==> src/rtl/fetch_unit.sv <==
// Instruction-fetch stage: owns the fetch PC, issues one outstanding imem request at a time
// and feeds {instr, pc, valid} to the F/D register. Optional macro: FETCH_ALIGN_CHECK_EN.
module fetch_unit #(
  parameter logic [31:0] RESET_PC = 32'h0000_3000,
  parameter int unsigned PC_STEP  = 4
) (
  input  logic        clk,
  input  logic        reset,
  output logic        imem_req_o,
  output logic [31:0] imem_addr_o,
  input  logic        imem_gnt_i,
  input  logic        imem_rvalid_i,
  input  logic [31:0] imem_rdata_i,
  input  logic        stall_i,
  input  logic        redirect_i,
  input  logic [31:0] redirect_pc_i,
  output logic [31:0] instr_o,
  output logic [31:0] pc_o,
  output logic        valid_o,
  output logic        adel_o
);

  localparam int unsigned XLEN = 32;

  typedef enum logic [1:0] {
    FETCH = 2'd0,
    WAIT  = 2'd1,
    DRAIN = 2'd2
  } state_t;

  state_t            state;
  logic [XLEN-1:0]   fetch_pc;
  logic              slot_ok;
  logic              consume;

  assign slot_ok = !valid_o || !stall_i;
  assign consume = valid_o && !stall_i;

`ifdef FETCH_ALIGN_CHECK_EN
  logic misaligned;
  logic adel_q;

  assign misaligned  = fetch_pc[1:0] != 2'b00;
  assign imem_addr_o = fetch_pc;
  assign adel_o      = adel_q;
  // A misaligned PC never reaches memory; the error is reported through the slot instead.
  assign imem_req_o  = !reset && (state == FETCH) && slot_ok && !redirect_i && !misaligned;
`else
  assign imem_addr_o = {fetch_pc[XLEN-1:2], 2'b00};
  assign adel_o      = 1'b0;
  assign imem_req_o  = !reset && (state == FETCH) && slot_ok && !redirect_i;
`endif

  // Fetch FSM, fetch PC and the single-entry output slot.
  always_ff @(posedge clk) begin
    if (reset) begin
      state    <= FETCH;
      fetch_pc <= RESET_PC;
      instr_o  <= '0;
      pc_o     <= RESET_PC;
      valid_o  <= 1'b0;
`ifdef FETCH_ALIGN_CHECK_EN
      adel_q   <= 1'b0;
`endif
    end else if (redirect_i) begin
      // Redirect beats stall, gnt and rvalid; an in-flight request must still be drained.
      fetch_pc <= redirect_pc_i;
      instr_o  <= '0;
      valid_o  <= 1'b0;
`ifdef FETCH_ALIGN_CHECK_EN
      adel_q   <= 1'b0;
`endif
      case (state)
        FETCH:   state <= FETCH;
        WAIT:    state <= imem_rvalid_i ? FETCH : DRAIN;
        DRAIN:   state <= DRAIN;
        default: state <= FETCH;
      endcase
    end else begin
      if (consume) begin
        valid_o <= 1'b0;
        instr_o <= '0;
`ifdef FETCH_ALIGN_CHECK_EN
        adel_q  <= 1'b0;
`endif
      end
      case (state)
        FETCH: begin
`ifdef FETCH_ALIGN_CHECK_EN
          if (slot_ok && misaligned) begin
            instr_o <= '0;
            pc_o    <= fetch_pc;
            valid_o <= 1'b1;
            adel_q  <= 1'b1;
          end else if (imem_req_o && imem_gnt_i) begin
            state <= WAIT;
          end
`else
          if (imem_req_o && imem_gnt_i) begin
            state <= WAIT;
          end
`endif
        end
        WAIT: begin
          if (imem_rvalid_i) begin
            instr_o  <= imem_rdata_i;
            pc_o     <= fetch_pc;
            valid_o  <= 1'b1;
            fetch_pc <= fetch_pc + XLEN'(PC_STEP);
            state    <= FETCH;
          end
        end
        DRAIN: begin
          if (imem_rvalid_i) begin
            state <= FETCH;
          end
        end
        default: state <= FETCH;
      endcase
    end
  end

endmodule
==> config.mk <==
export PLATFORM = sky130hd
export DESIGN_NAME = fetch_unit
export DESIGN_NICKNAME = d
export VERILOG_FILES = /design/src/rtl/fetch_unit.sv
export SDC_FILE = /design/constraint.sdc
export NUM_CORES = 1
export LEC_CHECK = 0
export ABC_AREA = 1
export CAP_MARGIN = 20
export CORE_ASPECT_RATIO = 1.1
export CORE_UTILIZATION = 49
export CTS_BUF_LIST = sky130_fd_sc_hd__clkbuf_16
export DETAILED_ROUTE_END_ITERATION = 10
export HOLD_SLACK_MARGIN = 0.06
export PLACE_DENSITY = 0.95
export SYNTH_ARGS = -nofsm -noshare
export SYNTH_HDL_FRONTEND = slang
export SYNTH_SLANG_ARGS = --single-unit
==> constraint.sdc <==
create_clock -name clk -period 2.09 [get_ports clk]
set_input_delay 0.3135 -clock clk [delete_from_list [all_inputs] [get_ports clk]]
set_output_delay 0.3135 -clock clk [all_outputs]
set_load 0.005 [all_outputs]
**Yosys cells after proc, flatten, opt, wreduce, memory -nomap -nowiden**

Index checks and enable logic that the tools add are counted.

- Add/subtract/negate cells: 1
- Equality and inequality tests: 4
- Muxes and demuxes: 15
- Bitwise operators: 1
- Reductions and logical operators: 18

Operators with widths:

| operator | count |
|---|---|
| 32-bit 2-to-1 mux | 6 |
| 32-bit by 3-bit adder with 32-bit output (second input constant) | 1 |
| 2-bit 2-to-1 mux | 4 |
| 2-bit case mux with 2 select lines | 2 |
| 1-bit logical AND | 5 |
| 1-bit logical NOT | 4 |
| 2-bit AND reduction | 2 |
| 2-bit nonzero test | 2 |
| 2-bit OR reduction | 2 |
| 1-bit 2-to-1 mux | 3 |
| 3-bit by 1-bit inequality test with 1-bit output (second input constant) | 1 |
| 3-bit by 2-bit inequality test with 1-bit output (second input constant) | 1 |
| 3-bit AND reduction | 1 |
| 2-bit by 1-bit equality test with 1-bit output (second input constant) | 1 |
| 2-bit equality test (second input constant) | 1 |
| 2-bit logical NOT | 1 |
| 1-bit logical OR | 1 |
| 1-bit inverter | 1 |

- Flip-flop bits (word level): 99
- Input bits: 70
- Output and inout bits: 99
- Word-level logic and storage cells: 44

**Logic depth before layout (Yosys ltp)**

- Depth in word-level cells: 8
- Depth in mapped cells: 12
- Mapped depth without buffers: 11

**Least setup slack after synthesis**

Ideal clock, no wire load.

- Path kind: reg-to-reg
- Start point: reg state[1]
- End point: reg fetch_pc[13]
- Library setup time: 131 ps
- Arrival time: 1284 ps
- Data required time: 1959 ps
- Setup slack: 675 ps
- Stages on the path, launching flop included: 9
- Buffers on the path: 1
- Clock period less this slack: 1415 ps
- Cell sequence: dfxtp_1 > inv_1 > ha_1 > nand2_4 > nand2_4 > inv_2 > buf_4 > a221oi_1 > o21ai_0

- Longest elaborated chain between the ends: 3

Ends and longest elaborated chain:

| what | line | RTL |
|---|---|---|
| start: declaration | 31 | `state_t state;` |
| start signal: assignment | 75 | `WAIT: state <= imem_rvalid_i ? FETCH : DRAIN;` |
| 2-bit by 1-bit equality test with 1-bit output | 87 | `case (state)` |
| 2-bit nonzero test (no source line) | n/a |  |
| 2-bit AND reduction (no source line) | n/a |  |
| end signal: assignment | 67 | `fetch_pc <= redirect_pc_i;` |
| end signal: assignment | 109 | `fetch_pc <= fetch_pc + XLEN'(PC_STEP);` |
| end: declaration | 32 | `logic [XLEN-1:0] fetch_pc;` |

Every way passes these cells.
A chain may end at the register's enable or synchronous reset.

**Final worst setup path**

- Start point: reg state[1]
- End point: out imem_req_o

- Longest elaborated chain between the ends: 4

Ends and longest elaborated chain:

| what | line | RTL |
|---|---|---|
| 2-bit logical NOT | 51 | `assign imem_req_o = !reset && (state == FETCH) && slot_ok && !redirect_i;` |
| 1-bit logical AND (3 in series) | 51 |  |
| end: declaration | 9 | `output logic imem_req_o,` |

Every way passes these cells.

==> metrics.md <==
| Metric | Value |
|---|---|
| Status | `completed` |
| First-pass GRT wire length | `22.6 mm` |
| Die width | `97.6 microns` |
| Ys async rst share | `0%` |
| Fmax | `521 MHz` |
| CP max stage cell | `clkdlybuf4s50_1` |
| Post-Syn Instances | `714` |
| Fin Setup TNS | `0 ns` |
| Final worst path period share | `between 90% and 100%` |
| CP delay by family, top | `buffers and inverters` |
| Most common cell after layout, fill and taps aside | `clkdlybuf4s50_1` |
| Max-cap violations | `0` |
| Total GRT Usage | `26.9%` |
| Placed Cells incl. Taps | `about 950` |
| Non-Filler Instances | `around 960` |
| CP endpoint kind | `output pin` |
| Post-synth EDFFs | `0` |
| DR vias/cell | `5.20` |
| TritonCTS clock tree | `built` |
| Clock slew at reported path FFs | `approximately 0.07 ns` |
| Total CTS buffers | `9` |
| Cts repair resizes | `0` |
| Syn_area_per_cell | `6.90 sq um` |
| Initial drt markers | `~270` |
| Hpwl dp | `10.0 mm` |
| Setup bufs post-CTS | `0` |
| Port Buffer Count | `between 150 and 200` |
| Post-route DRC | `0` |
| Fin crit period | `1.92 ns` |
| CTS max path bufs | `2` |
| Hold Worst Slack | `around 0.40 ns` |
| Root buf cell | `clkbuf_16` |
| Clock Skews | `0.00725 ns` |
| Worst EP arrival | `1.61 ns` |
| Total power | `4.38 mW` |
| Worst path required time | `roughly 1.8 ns` |
| Vias | `5010` |
| Rows | `38` |
| Final setup fails | `0` |
| Final GP Congestion | `0.890` |
| Layout cell share with drive strength beyond 1 | `6.88%` |
| Seq/Total Area, Yosys | `approximately two fifths` |
| Fin nets | `913` |
| Vias in the first global route | `4783` |
| Flops & latches, synth | `99` |
| Wire per inst | `14.4 microns` |
| Pre-antenna DRT Iters | `5` |
| CP Cell Sequence | `inv_1 > ha_1 > nand4_1 > inv_1 > clkdlybuf4s50_1` |
| RSZ-0062 raised after global routing | `no` |
| Core region area | `slightly below 10000 sq um` |
| Initial antenna violation count | `0` |
| Worst path buffer plus inverter count | `3` |
| CTS H-tree lvls | `3` |
| Total congestion overflow | `0` |
| CP Max Fanout | `3` |
| Clk Latency, worst-skew pair | `0.34 ns` |
| Io pins | `169` |
| Die height | `107 microns` |
| Initial Utilization | `about half` |
| Pwr/cell area | `648 nW/um^2` |
| Yosys cell types | `33` |
| Primary FF master, synth | `dfxtp_1` |
| Routed WL | `around 14 mm` |
| Diode count | `0` |
| Pleak | `between 2 and 3 nW` |
| Peak supply drop | `0.000382 V` |
| Final ANT Viol Nets | `0` |
| Hold crit path type | `in -> reg` |
| Synthesis-to-finish area growth | `37.1%` |
| Worst setup SP type | `register` |
| Final number of hold-violating endpoints | `0` |
| CP most frequent cell | `inv_1` |
| CP Class | `reg -> out` |
| Hold-fix buffers, CTS | `0` |
| Synthesized area | `4920 sq um` |
| Die ar. | `10500 sq um` |
| Yosys synthesis warning count | `0` |
| Max stage delay on crit path | `0.50 ns` |
| Largest net degree at the start of global routing | `48` |
| Most frequent cells in the layout | `clkdlybuf4s50_1, nand2_1, nor2_1` |
| Final Util | `68.9%` |
| Max-slew violations | `0` |
| Sink Count | `99` |
| R2R Setup Slk | `0.41 ns` |
[layer usage]
metal  share of wire, %  vias up  global-route usage, %
met1                 40     2268                   31.2
met2                 49      221                   46.7
met5                  0        -                      0
li1                   -     2495                      -
met3                8.5       26                   8.21
met4                2.1        0                   10.1
[cells by family after synthesis]
group                      synth area share (%)
AOI/OAI and AO/OA                          15.2
xor gates and xnor gates                  0.711
adders and majority gates                  1.02
buffers and inverters                      12.9
DFF                                        40.3
other                                    0.0762
and+or+nand+nor                            29.8
[cells in the mapped netlist (6+ instances only)]
cell      number  area [sq um]
nor2_1       124           465
nand2_1      146           548
buf_2          8          40.0
nand3_1       28           140
clkbuf_1      19          71.3
dfxtp_1       99          1980
a21oi_1       66           330
nor3_1        12          60.1
buf_4         38           285
o21ai_0       56           280
nor2_2         8          50.1
inv_1         54           203
nor2_4         6          67.6
[through the flow]
stage          area (sq um)  setup slack [ns]
2_1_floorplan          4930             0.675
3_3_place_gp           6450             0.277
3_5_place_dp           6450             0.220
4_1_cts                6750             0.168
5_1_grt                6750             0.132
6_report               6750             0.171
[registers in the layout, summed over array words and instances, names as in the netlist]
name / flops
fetch_pc: 32
pc_o: 32
state: 2
instr_o: 32
valid_o: 1
[area by class of cell]
type / count / area (sq um)
multi-input cells: 492 / 2310
clock buffers: 9 / 225
repair buffers: 180 / 1800
well taps: 120 / 150
fillers: 765 / 3050
inverters: 57 / 214
flip-flops and latches: 99 / 1980
clock inverters: 6 / 67.6
[worst reg2reg max path: stages, from the launching register on]
cell and delay, ns:
dfxtp_1 0.41, ha_1 0.22, nand2_2 0.09, nor2_4 0.16
nand2_2 0.10, nor2_1 0.25, nand2_1 0.10, nand2_1 0.06
nand3_1 0.07, nand2_1 0.07, inv_1 0.04
[report_power, final]
part           internal (mW)  leakage [nW]  switching, mW
combinational          0.367          1.75          0.316
sequential              1.97         0.807         0.0798
clock                  0.923         0.137          0.720
[worst paths after layout]
| path | from | endpoint | cells past startpoint |
|---|---|---|---|
| setup / recovery | state[1] | imem_req_o | 5 |
| hold / removal | reset | pc_o[26] | 3 |
| setup reg to reg | fetch_pc[3] | fetch_pc[28] | 10 |
| hold reg to reg | pc_o[30] | pc_o[30] | 2 |
Note: power is estimated with default switching activity, not from simulation.
